==> src/rtl/reassemble_pkt_if.sv <==
`default_nettype none
// ============================================================================
//  Module      : reassemble_pkt_if
//  Description : Aurora user-RX beat stream plus reassembled-packet
//                valid/ready channel for reassemble_pkt.
//  Revision    : 1.0 - initial release
// ============================================================================
interface reassemble_pkt_if #(
  parameter int AURORA_WIDTH = 256,
  parameter int PKT_WIDTH    = 1041,
  parameter int DFX_WIDTH    = 2
);
  logic                    rx_valid;
  logic [AURORA_WIDTH-1:0] rx_data;
  logic                    rx_last;
  logic                    pkt_valid;
  logic                    pkt_ready;
  logic [PKT_WIDTH-1:0]    pkt_data;
  logic [DFX_WIDTH-1:0]    pkt_src_dfx;
  logic                    pkt_is_ack;

  // Source of beats and sink of packets
  modport master (
    output rx_valid, rx_data, rx_last, pkt_ready,
    input  pkt_valid, pkt_data, pkt_src_dfx, pkt_is_ack
  );

  // The reassembler itself
  modport slave (
    input  rx_valid, rx_data, rx_last, pkt_ready,
    output pkt_valid, pkt_data, pkt_src_dfx, pkt_is_ack
  );
endinterface
`default_nettype wire

==> src/rtl/reassemble_pkt.sv <==
`default_nettype none
// ============================================================================
//  Module      : reassemble_pkt
//  Description : Rebuilds one PKT_WIDTH packet from NUM_BEATS Aurora beats,
//                drops malformed or overflowing frames and counts the drops.
//  Revision    : 1.0 - initial release
// ============================================================================
module reassemble_pkt #(
  parameter int DATA_WIDTH     = 1024,
  parameter int ADDR_WIDTH     = 10,
  parameter int DATA_DFX_WIDTH = DATA_WIDTH + ADDR_WIDTH,
  parameter int ACK_WIDTH      = 1,
  parameter int SEQ_NUM_WIDTH  = 1,
  parameter int DFX_WIDTH      = 2,
  parameter int PKT_WIDTH      = DATA_DFX_WIDTH + ACK_WIDTH + 2*SEQ_NUM_WIDTH + 2*DFX_WIDTH,
  parameter int AURORA_WIDTH   = 256
) (
  input  logic              clk,
  input  logic              rst,
  reassemble_pkt_if.slave   bus,
  output logic              err_len,
  output logic              err_ovf,
  output logic [15:0]       drop_cnt
);

  localparam int NUM_BEATS = (PKT_WIDTH + AURORA_WIDTH - 1) / AURORA_WIDTH;
  localparam int CNT_W     = (NUM_BEATS > 1) ? $clog2(NUM_BEATS) : 1;
  localparam logic [CNT_W-1:0] LAST_IDX = CNT_W'(NUM_BEATS - 1);

  localparam logic [1:0] IDLE     = 2'd0;
  localparam logic [1:0] ASSEMBLE = 2'd1;
  localparam logic [1:0] DISCARD  = 2'd2;

  logic [1:0]           r_state, w_state_nxt;
  logic [CNT_W-1:0]     r_beat_cnt, w_cnt_nxt;
  logic [CNT_W-1:0]     w_idx;
  logic                 w_wr, w_complete, w_len_err, w_ovf, w_load, w_accept;
  logic [PKT_WIDTH-1:0] w_asm_nxt;
  logic [PKT_WIDTH-1:0] r_pkt_data;
  logic                 r_pkt_valid;
  logic                 r_err_len, r_err_ovf;
  logic [15:0]          r_drop_cnt;

  // Frame FSM: decides which slice a beat lands in and whether the frame ends well or badly
  always_comb begin
    w_state_nxt = r_state;
    w_cnt_nxt   = r_beat_cnt;
    w_idx       = r_beat_cnt;
    w_wr        = 1'b0;
    w_complete  = 1'b0;
    w_len_err   = 1'b0;
    case (r_state)
      IDLE: begin
        if (bus.rx_valid) begin
          w_wr      = 1'b1;
          w_idx     = '0;
          w_cnt_nxt = CNT_W'(1);
          if (bus.rx_last) begin
            // single-beat frame is only legal when one beat holds the whole packet
            if (NUM_BEATS == 1) w_complete = 1'b1;
            else                w_len_err  = 1'b1;
            w_cnt_nxt = '0;
          end else if (NUM_BEATS == 1) begin
            w_len_err   = 1'b1;
            w_cnt_nxt   = '0;
            w_state_nxt = DISCARD;
          end else begin
            w_state_nxt = ASSEMBLE;
          end
        end
      end
      ASSEMBLE: begin
        if (bus.rx_valid) begin
          w_wr = 1'b1;
          if (bus.rx_last) begin
            if (r_beat_cnt == LAST_IDX) w_complete = 1'b1;
            else                        w_len_err  = 1'b1;
            w_cnt_nxt   = '0;
            w_state_nxt = IDLE;
          end else if (r_beat_cnt == LAST_IDX) begin
            // too long: flag once now and swallow the rest of the frame silently
            w_len_err   = 1'b1;
            w_cnt_nxt   = '0;
            w_state_nxt = DISCARD;
          end else begin
            w_cnt_nxt = r_beat_cnt + 1'b1;
          end
        end
      end
      DISCARD: begin
        if (bus.rx_valid && bus.rx_last) w_state_nxt = IDLE;
      end
      default: begin
        w_state_nxt = IDLE;
        w_cnt_nxt   = '0;
      end
    endcase
  end

  // FSM state and beat counter
  always_ff @(posedge clk or posedge rst) begin
    if (rst) begin
      r_state    <= IDLE;
      r_beat_cnt <= '0;
    end else begin
      r_state    <= w_state_nxt;
      r_beat_cnt <= w_cnt_nxt;
    end
  end

  // One storage slice per beat; the last slice keeps only the bits below PKT_WIDTH.
  // w_asm_nxt already includes the beat being written, so completion loads in the same cycle.
  for (genvar k = 0; k < NUM_BEATS; k++) begin : g_beat
    localparam int LO = k * AURORA_WIDTH;
    localparam int W  = (PKT_WIDTH - LO < AURORA_WIDTH) ? (PKT_WIDTH - LO) : AURORA_WIDTH;
    logic [W-1:0] r_slice;
    logic         w_sel;
    assign w_sel             = w_wr && (w_idx == CNT_W'(k));
    assign w_asm_nxt[LO +: W] = w_sel ? bus.rx_data[W-1:0] : r_slice;

    // capture this beat's slice of the packet
    always_ff @(posedge clk or posedge rst) begin
      if (rst)        r_slice <= '0;
      else if (w_sel) r_slice <= bus.rx_data[W-1:0];
    end
  end

  assign w_accept = r_pkt_valid & bus.pkt_ready;
  assign w_load   = w_complete & (~r_pkt_valid | w_accept);
  assign w_ovf    = w_complete & ~w_load;

  // One-deep output buffer: a held packet is never overwritten
  always_ff @(posedge clk or posedge rst) begin
    if (rst) begin
      r_pkt_valid <= 1'b0;
      r_pkt_data  <= '0;
    end else if (w_load) begin
      r_pkt_valid <= 1'b1;
      r_pkt_data  <= w_asm_nxt;
    end else if (w_accept) begin
      r_pkt_valid <= 1'b0;
    end
  end

  // Error pulses and saturating drop counter
  always_ff @(posedge clk or posedge rst) begin
    if (rst) begin
      r_err_len  <= 1'b0;
      r_err_ovf  <= 1'b0;
      r_drop_cnt <= '0;
    end else begin
      r_err_len <= w_len_err;
      r_err_ovf <= w_ovf;
      if ((w_len_err | w_ovf) && (r_drop_cnt != 16'hFFFF))
        r_drop_cnt <= r_drop_cnt + 16'd1;
    end
  end

  assign bus.pkt_valid   = r_pkt_valid;
  assign bus.pkt_data    = r_pkt_data;
  assign bus.pkt_src_dfx = r_pkt_data[PKT_WIDTH-DFX_WIDTH-1 -: DFX_WIDTH];
  assign bus.pkt_is_ack  = r_pkt_data[DATA_DFX_WIDTH];
  assign err_len         = r_err_len;
  assign err_ovf         = r_err_ovf;
  assign drop_cnt        = r_drop_cnt;

endmodule
`default_nettype wire
==> src/flat_wrapper.sv <==
// flat-port wrapper written by rule: the top's interface ports become plain ports
module reassemble_pkt_flat 
#(
  parameter int DATA_WIDTH     = 1024,
  parameter int ADDR_WIDTH     = 10,
  parameter int DATA_DFX_WIDTH = DATA_WIDTH + ADDR_WIDTH,
  parameter int ACK_WIDTH      = 1,
  parameter int SEQ_NUM_WIDTH  = 1,
  parameter int DFX_WIDTH      = 2,
  parameter int PKT_WIDTH      = DATA_DFX_WIDTH + ACK_WIDTH + 2*SEQ_NUM_WIDTH + 2*DFX_WIDTH,
  parameter int AURORA_WIDTH   = 256
)
  (clk, rst, err_len, err_ovf, drop_cnt, bus_rx_valid, bus_rx_data, bus_rx_last, bus_pkt_ready, bus_pkt_valid, bus_pkt_data, bus_pkt_src_dfx, bus_pkt_is_ack);
  reassemble_pkt_if #(.AURORA_WIDTH(AURORA_WIDTH), .PKT_WIDTH(PKT_WIDTH), .DFX_WIDTH(DFX_WIDTH)) bus_i ();
  input  logic clk;
  input  logic rst;
  output logic err_len;
  output logic err_ovf;
  output logic [15:0] drop_cnt;
  input wire logic [$bits(bus_i.rx_valid)-1:0] bus_rx_valid;
  input wire logic [$bits(bus_i.rx_data)-1:0] bus_rx_data;
  input wire logic [$bits(bus_i.rx_last)-1:0] bus_rx_last;
  input wire logic [$bits(bus_i.pkt_ready)-1:0] bus_pkt_ready;
  output wire logic [$bits(bus_i.pkt_valid)-1:0] bus_pkt_valid;
  output wire logic [$bits(bus_i.pkt_data)-1:0] bus_pkt_data;
  output wire logic [$bits(bus_i.pkt_src_dfx)-1:0] bus_pkt_src_dfx;
  output wire logic [$bits(bus_i.pkt_is_ack)-1:0] bus_pkt_is_ack;
  assign bus_i.rx_valid = bus_rx_valid;
  assign bus_i.rx_data = bus_rx_data;
  assign bus_i.rx_last = bus_rx_last;
  assign bus_i.pkt_ready = bus_pkt_ready;
  assign bus_pkt_valid = bus_i.pkt_valid;
  assign bus_pkt_data = bus_i.pkt_data;
  assign bus_pkt_src_dfx = bus_i.pkt_src_dfx;
  assign bus_pkt_is_ack = bus_i.pkt_is_ack;
  reassemble_pkt #(.DATA_WIDTH(DATA_WIDTH), .ADDR_WIDTH(ADDR_WIDTH), .DATA_DFX_WIDTH(DATA_DFX_WIDTH), .ACK_WIDTH(ACK_WIDTH), .SEQ_NUM_WIDTH(SEQ_NUM_WIDTH), .DFX_WIDTH(DFX_WIDTH), .PKT_WIDTH(PKT_WIDTH), .AURORA_WIDTH(AURORA_WIDTH)) u_core (.clk(clk), .rst(rst), .bus(bus_i), .err_len(err_len), .err_ovf(err_ovf), .drop_cnt(drop_cnt));
endmodule
==> config.mk <==
export PLATFORM = sky130hd
export DESIGN_NAME = reassemble_pkt_flat
export DESIGN_NICKNAME = d
export VERILOG_FILES = /design/src/rtl/reassemble_pkt_if.sv /design/src/rtl/reassemble_pkt.sv /design/src/flat_wrapper.sv
export SDC_FILE = /design/constraint.sdc
export NUM_CORES = 2
export LEC_CHECK = 0
export BUFFER_PORTS_ARGS = -buffer_cell sky130_fd_sc_hd__clkbuf_2
export CORE_ASPECT_RATIO = 0.5
export CORE_MARGIN = 2
export CORE_UTILIZATION = 32
export DETAILED_ROUTE_END_ITERATION = 16
export PLACE_DENSITY = 0.49
export SYNTH_ARGS = -nofsm -noshare
export SYNTH_HDL_FRONTEND = slang
export SYNTH_SLANG_ARGS = --single-unit
==> constraint.sdc <==
create_clock -name clk -period 90.7 [get_ports clk]
set_input_delay 13.605 -clock clk [delete_from_list [all_inputs] [get_ports clk]]
set_output_delay 13.605 -clock clk [all_outputs]
set_load 0.005 [all_outputs]
======== Word-level counts from Yosys, hierarchy flattened ========
Index checks and enable logic that the tools add are counted.
storage, ports and cells
  register bits after elaboration ......... 2106
  input bits .............................. 261
  output and inout port bits .............. 1063
cells by class
  add/subtract/negate cells ............... 2
  equality and inequality tests ........... 13
  muxes and demuxes ....................... 34
  bitwise gates (word level) .............. 8
  reductions and logical operators ........ 13
operators with widths
  operator               number
  $mux 256               4
  $mux 3                 6
  $mux 17                1
  $add 16x1->16 const B  1
  $ne 16x16->1 const B   1
  $mux 1                 14
  $mux 2                 6
  $pmux 3 s3             1
  $logic_and 1x1->1      7
  $eq 3x2->1 const B     2
  $eq 3x3->1 const B     2
  $ne 2x2->1 const B     3
  $pmux 2 s3             1
  $reduce_and 5->1       1
  $add 3x1->3 const B    1
  $and 1x1->1            3
  $eq 3x1->1 const B     1
  $logic_not 3->1        1
  $ne 3x2->1 const B     1
  $not 1->1              3
  $reduce_and 3->1       1
  $eq 2x1->1 const B     1
  $eq 2x2->1 const B     1
  $logic_not 2->1        1
  5 further kinds        6

======== Longest topological paths before layout ========
  depth in word-level cells ............... 10
  gate-level depth with buffers ........... 10
  depth with buffers taken out ............ 6

======== Worst setup path after synthesis ========
OpenSTA, ideal clock, no wires.
  path type ............................... input-to-reg
  start point ............................. in bus_rx_valid
  end point ............................... reg u_core.r_pkt_data[627], in the netlist u_core.bus.pkt_data[627]
  data arrival time ....................... 15.195 ns
  required time ........................... 90.572 ns
  slack ................................... 75.377 ns
  stages on the path ...................... 7
  buffers on the path ..................... 3
  path through ............................ buf_4 nand2b_1 nor4_4 buf_2 buf_2 mux2_2 mux2_1
on the way
  word-level cells in the longest chain between the ends .. 5
  elaborated cells on any way between the ends .. 10
  those cells by class .................... eq/ne (1); mux (7); bitwise (1); reduce/logical (1)
ends and longest elaborated chain
  what                       line                   RTL
  from (decl)                flat_wrapper.sv:20     input wire logic [$bits(bus_i.rx_valid)-1:0] bus_rx_valid;
  $mux 3                     reassemble_pkt.sv:54   if (bus.rx_valid) begin
  $mux 3                     reassemble_pkt.sv:52   case (r_state)
  $eq 3x2->1                 reassemble_pkt.sv:118  assign w_sel = w_wr && (w_idx == CNT_W'(k));
  $logic_and 1x1->1 (*)      reassemble_pkt.sv:118
  $mux 256 (*)               reassemble_pkt.sv:119  assign w_asm_nxt[LO +: W] = w_sel ? bus.rx_data[W-1:0] : r_slice;
  via u_core.w_asm_nxt[627]  reassemble_pkt.sv:38   logic [PKT_WIDTH-1:0] w_asm_nxt;
  to (signal assigned)       reassemble_pkt.sv:139  r_pkt_data <= w_asm_nxt;
  to (decl)                  reassemble_pkt.sv:39   logic [PKT_WIDTH-1:0] r_pkt_data;
Mark *: on every way through the listed nets, which the timed path passes. The rest lies on a longest branch.
A chain may end at the register's enable or synchronous reset.

======== Worst setup path in the final report ========
  start point ............................. in bus_pkt_ready
  end point ............................... reg u_core.r_pkt_data[347], in the netlist u_core.bus.pkt_data[347]
on the way
  word-level cells in the longest chain between the ends .. 3
ends and longest elaborated chain
  what         line                   RTL
  from (decl)  flat_wrapper.sv:23     input wire logic [$bits(bus_i.pkt_ready)-1:0] bus_pkt_ready;
  $and 1x1->1  reassemble_pkt.sv:128  assign w_accept = r_pkt_valid & bus.pkt_ready;
  $or 1x1->1   reassemble_pkt.sv:129  assign w_load = w_complete & (~r_pkt_valid | w_accept);
  $and 1x1->1  reassemble_pkt.sv:129
No other way between the ends.

==> impl_metrics.json <==
{
  "fp.dieArea_sq_mm": 0.249,
  "p_total_mw": 2.51,
  "drv_cap": 0,
  "io_pins": 1324,
  "crit_fanout": 164,
  "layout_min_cycle_time_ns": 18.22,
  "dr.pass1.iters": 5,
  "p_per_area_mw_per_mm2": 26.5,
  "outcome": "complete, no violations",
  "drive_gt1_share_pct": 59.0,
  "post_cts_buffers": 0,
  "hold_viol_final": 0,
  "path_buf_inv": 6,
  "crit_path_cell_trace": "clkbuf_2 > nand2b_1 > nor2b_4 > buf_12 > buf_4 > buf_4 > buf_4 > buf_4 > mux2_2",
  "wirelength_um": 245000,
  "synth.distinct_cells": 41,
  "crit_path_end_kind": "flip-flop",
  "drtAntennaViolNets": 0,
  "nets": 6149,
  "synth.most_common_cell": "dfrtp_1",
  "synthToLayoutAreaGrowth_pct": 21.4,
  "critPathRequiredTime_ns": 91.42,
  "postSynthAreaPerCell_sq_um": 17.3,
  "synth_top_area_share_pct": 67.3,
  "regToRegSetupSlack_ns": 84.47,
  "gr-total-overflow": 0,
  "holdCritPathClass": "reg2reg",
  "initial_utilization_pct": 32.2,
  "synth_edf_count": 0,
  "setup_viol": 0,
  "grt_usage_pct": 19.4,
  "synthCells": 4534,
  "clkLatencyLatePin_ns": 0.85,
  "cts_htree_levels": 4,
  "peakVddDrop_mv": 0.0170,
  "ys_top_cells_by_area": "dfrtp_1 67%, mux2_2 27%, mux2_1 3.4%",
  "grt_pass1_wl_um": 352000,
  "tightest_slew_ns": 1.20,
  "die_y_um": 354,
  "clk_pin_slew_ns": 0.07,
  "cp_slowest_cell": "buf_4",
  "ys.flop_type": "dfrtp_1",
  "synth_top_cell_by_area": "dfrtp_1",
  "crit_path_frequent_cell": "buf_4",
  "ys_seq_area_share_pct": 67.3,
  "clock-root-buffer": "clkbuf_16",
  "rows": 128,
  "core-area_sq_mm": 0.243,
  "grt_pass1_vias": 47200,
  "startpoint_type": "input port",
  "die_x_um": 704,
  "period_share_pct": 20.1,
  "ys_top_cells_by_count": "2106 x dfrtp_1, 1849 x mux2_2, 235 x mux2_1, 140 x buf_2, 90 x buf_4",
  "clock_sinks": 2106,
  "synth.net_count": 4798,
  "relSlewSlack_pct": 19.8,
  "fin_skew_ns": 0.0418,
  "ys_async_sr_fraction_pct": 100,
  "routedWlPerCell_um": 26.4,
  "yosys_warnings": 0,
  "hpwl_um": 177000,
  "worst_path_largest_cell_delay_ns": 0.84,
  "drt_iter0_drc": 2217,
  "grt_max_degree": 177,
  "p_leak_nw": 47.4,
  "postCtsHoldBufs": 0,
  "ys_ff_latch": 2106,
  "io_buffers": 1323,
  "syn_area_sq_mm": 0.0783,
  "gp_congestion": 0.822,
  "cts_buffers": 202,
  "slew_violations": 0,
  "setup_tns_ns": 0,
  "worst-setup-path-type": "in2reg",
  "critical-path-top-delay-family": "buffers and inverters",
  "rsz0062_at_grt": "false",
  "antenna_found_initial": 53,
  "clockBufferDepth": 4,
  "dr_total_vias": 43600,
  "tritoncts": "yes",
  "hold-worst-slack_ns": 0.483,
  "fmaxAchievable_mhz": 54.9,
  "cts_resized": 0,
  "arrival_ns": 18.94,
  "drc_errors": 0,
  "via_per_inst": 4.69
}
## state kept, by name (all words and copies together), names as in the netlist
signal / cells
u_core.bus.pkt_data: 1041
u_core.bus.pkt_valid: 1
u_core.drop_cnt: 16
u_core.err_len: 1
u_core.err_ovf: 1
u_core.g_beat.r_slice: 1041
u_core.r_beat_cnt: 3
u_core.r_state: 2
## where the power goes
part / total, mW / switching (mW) / internal (mW)
clock: 0.885 / 0.377 / 0.508
sequential: 1.23 / 0.0676 / 1.16
combinational: 0.400 / 0.193 / 0.206
total: 2.51 / 0.637 / 1.88
## worst paths after layout
path                                                     startpoint  cells past startpoint                                    to
worst max-delay path                                  bus_pkt_ready                      9  u_core.bus.pkt_data[347]$_DFFE_PP0P_
worst min-delay path            u_core.bus.pkt_data[38]$_DFFE_PP0P_                      1   u_core.bus.pkt_data[38]$_DFFE_PP0P_
max in group asynchronous                                       rst                      7  u_core.bus.pkt_data[374]$_DFFE_PP0P_
min in group asynchronous                                       rst                      2  u_core.bus.pkt_data[225]$_DFFE_PP0P_
worst min register to register  u_core.bus.pkt_data[38]$_DFFE_PP0P_                      1   u_core.bus.pkt_data[38]$_DFFE_PP0P_
worst max register to register     u_core.r_beat_cnt[0]$_DFFE_PP0P_                     11  u_core.bus.pkt_data[347]$_DFFE_PP0P_
## worst reg2reg max path, stage by stage, from the launching register on
cell,delay (ns)
dfrtp_1,0.48
inv_2,0.16
ha_1,0.23
and2_1,0.23
nand4_1,0.23
nor2b_4,0.21
buf_12,0.63
buf_4,0.94
buf_4,0.85
buf_4,0.84
buf_4,0.85
mux2_2,0.46
## logic make-up (layout without fill, tap and decap cells)
logic type	count (synthesis)	count (layout)	synth area share [%]
adders and majority gates	3	3	0.0479
DFF	2106	2106	67.3
buffers and inverters	245	1750	1.83
other	0	14	0
and+or+nand+nor	56	56	0.433
AOI/OAI and AO/OA	25	25	0.232
xor gates and xnor gates	13	13	0.145
muxes	2086	2086	30.0
## metal layers
metal / up-vias / part of all wire [%] / track usage, %
met5: - / 0.056 / 0
met4: 22 / 4.4 / 7.83
met3: 400 / 4.1 / 3.90
met2: 802 / 53 / 35.4
met1: 23600 / 38 / 22.2
li1: 18800 / - / -
## cells in the final DEF, fill, tap and decap left out, types with 2 or more instances in the layout
cell type and instances:
clkbuf_16 206, a31oi_1 2, dfrtp_1 2106, and3_1 3, mux2_1 235, nand2b_1 4, clkbuf_1 35, buf_12 8
inv_6 3, mux2_2 1849, clkbuf_2 1323, nand3_1 6, nor2_1 9, a21oi_1 6, nor3_1 4, diode_2 14
clkinv_4 3, inv_8 2, clkinv_2 32, xnor2_1 12, o211ai_1 5, mux2i_1 2, and4_1 3, ha_1 3
buf_4 54, nand4_1 5, o2111ai_1 4, clkbuf_8 53, and2_1 2, clkinvlp_4 6, bufinv_16 17, inv_1 5
a32o_1 2, nor4_4 2, nand2_1 10
## per-stage QoR
step | setup WS (ns) | instances | utilization [%] | cell area [sq um]
2_1_floorplan | 17.60 | 4534 | - | 78300
3_3_place_gp | 71.71 | 8931 | 36.2 | 88200
3_5_place_dp | 71.65 | 8931 | 36.2 | 88200
4_1_cts | 72.59 | 9289 | 39.0 | 95000
5_1_grt | 72.00 | 9296 | 39.0 | 95000
6_report | 72.48 | 9303 | 39.0 | 95000
## layout make-up
| class | instances | area (sq um) |
|---|---|---|
| inverter | 7 | 33.8 |
| sequential | 2106 | 52700 |
| clock inverter | 64 | 816 |
| antenna | 14 | 35.0 |
| tap | 3250 | 4070 |
| fill | 22800 | 148000 |
| clock buffer | 294 | 6020 |
| multi-input combinational | 2183 | 24200 |
| timing repair buffer | 1385 | 7190 |
Power figures use the tool's default switching activity.
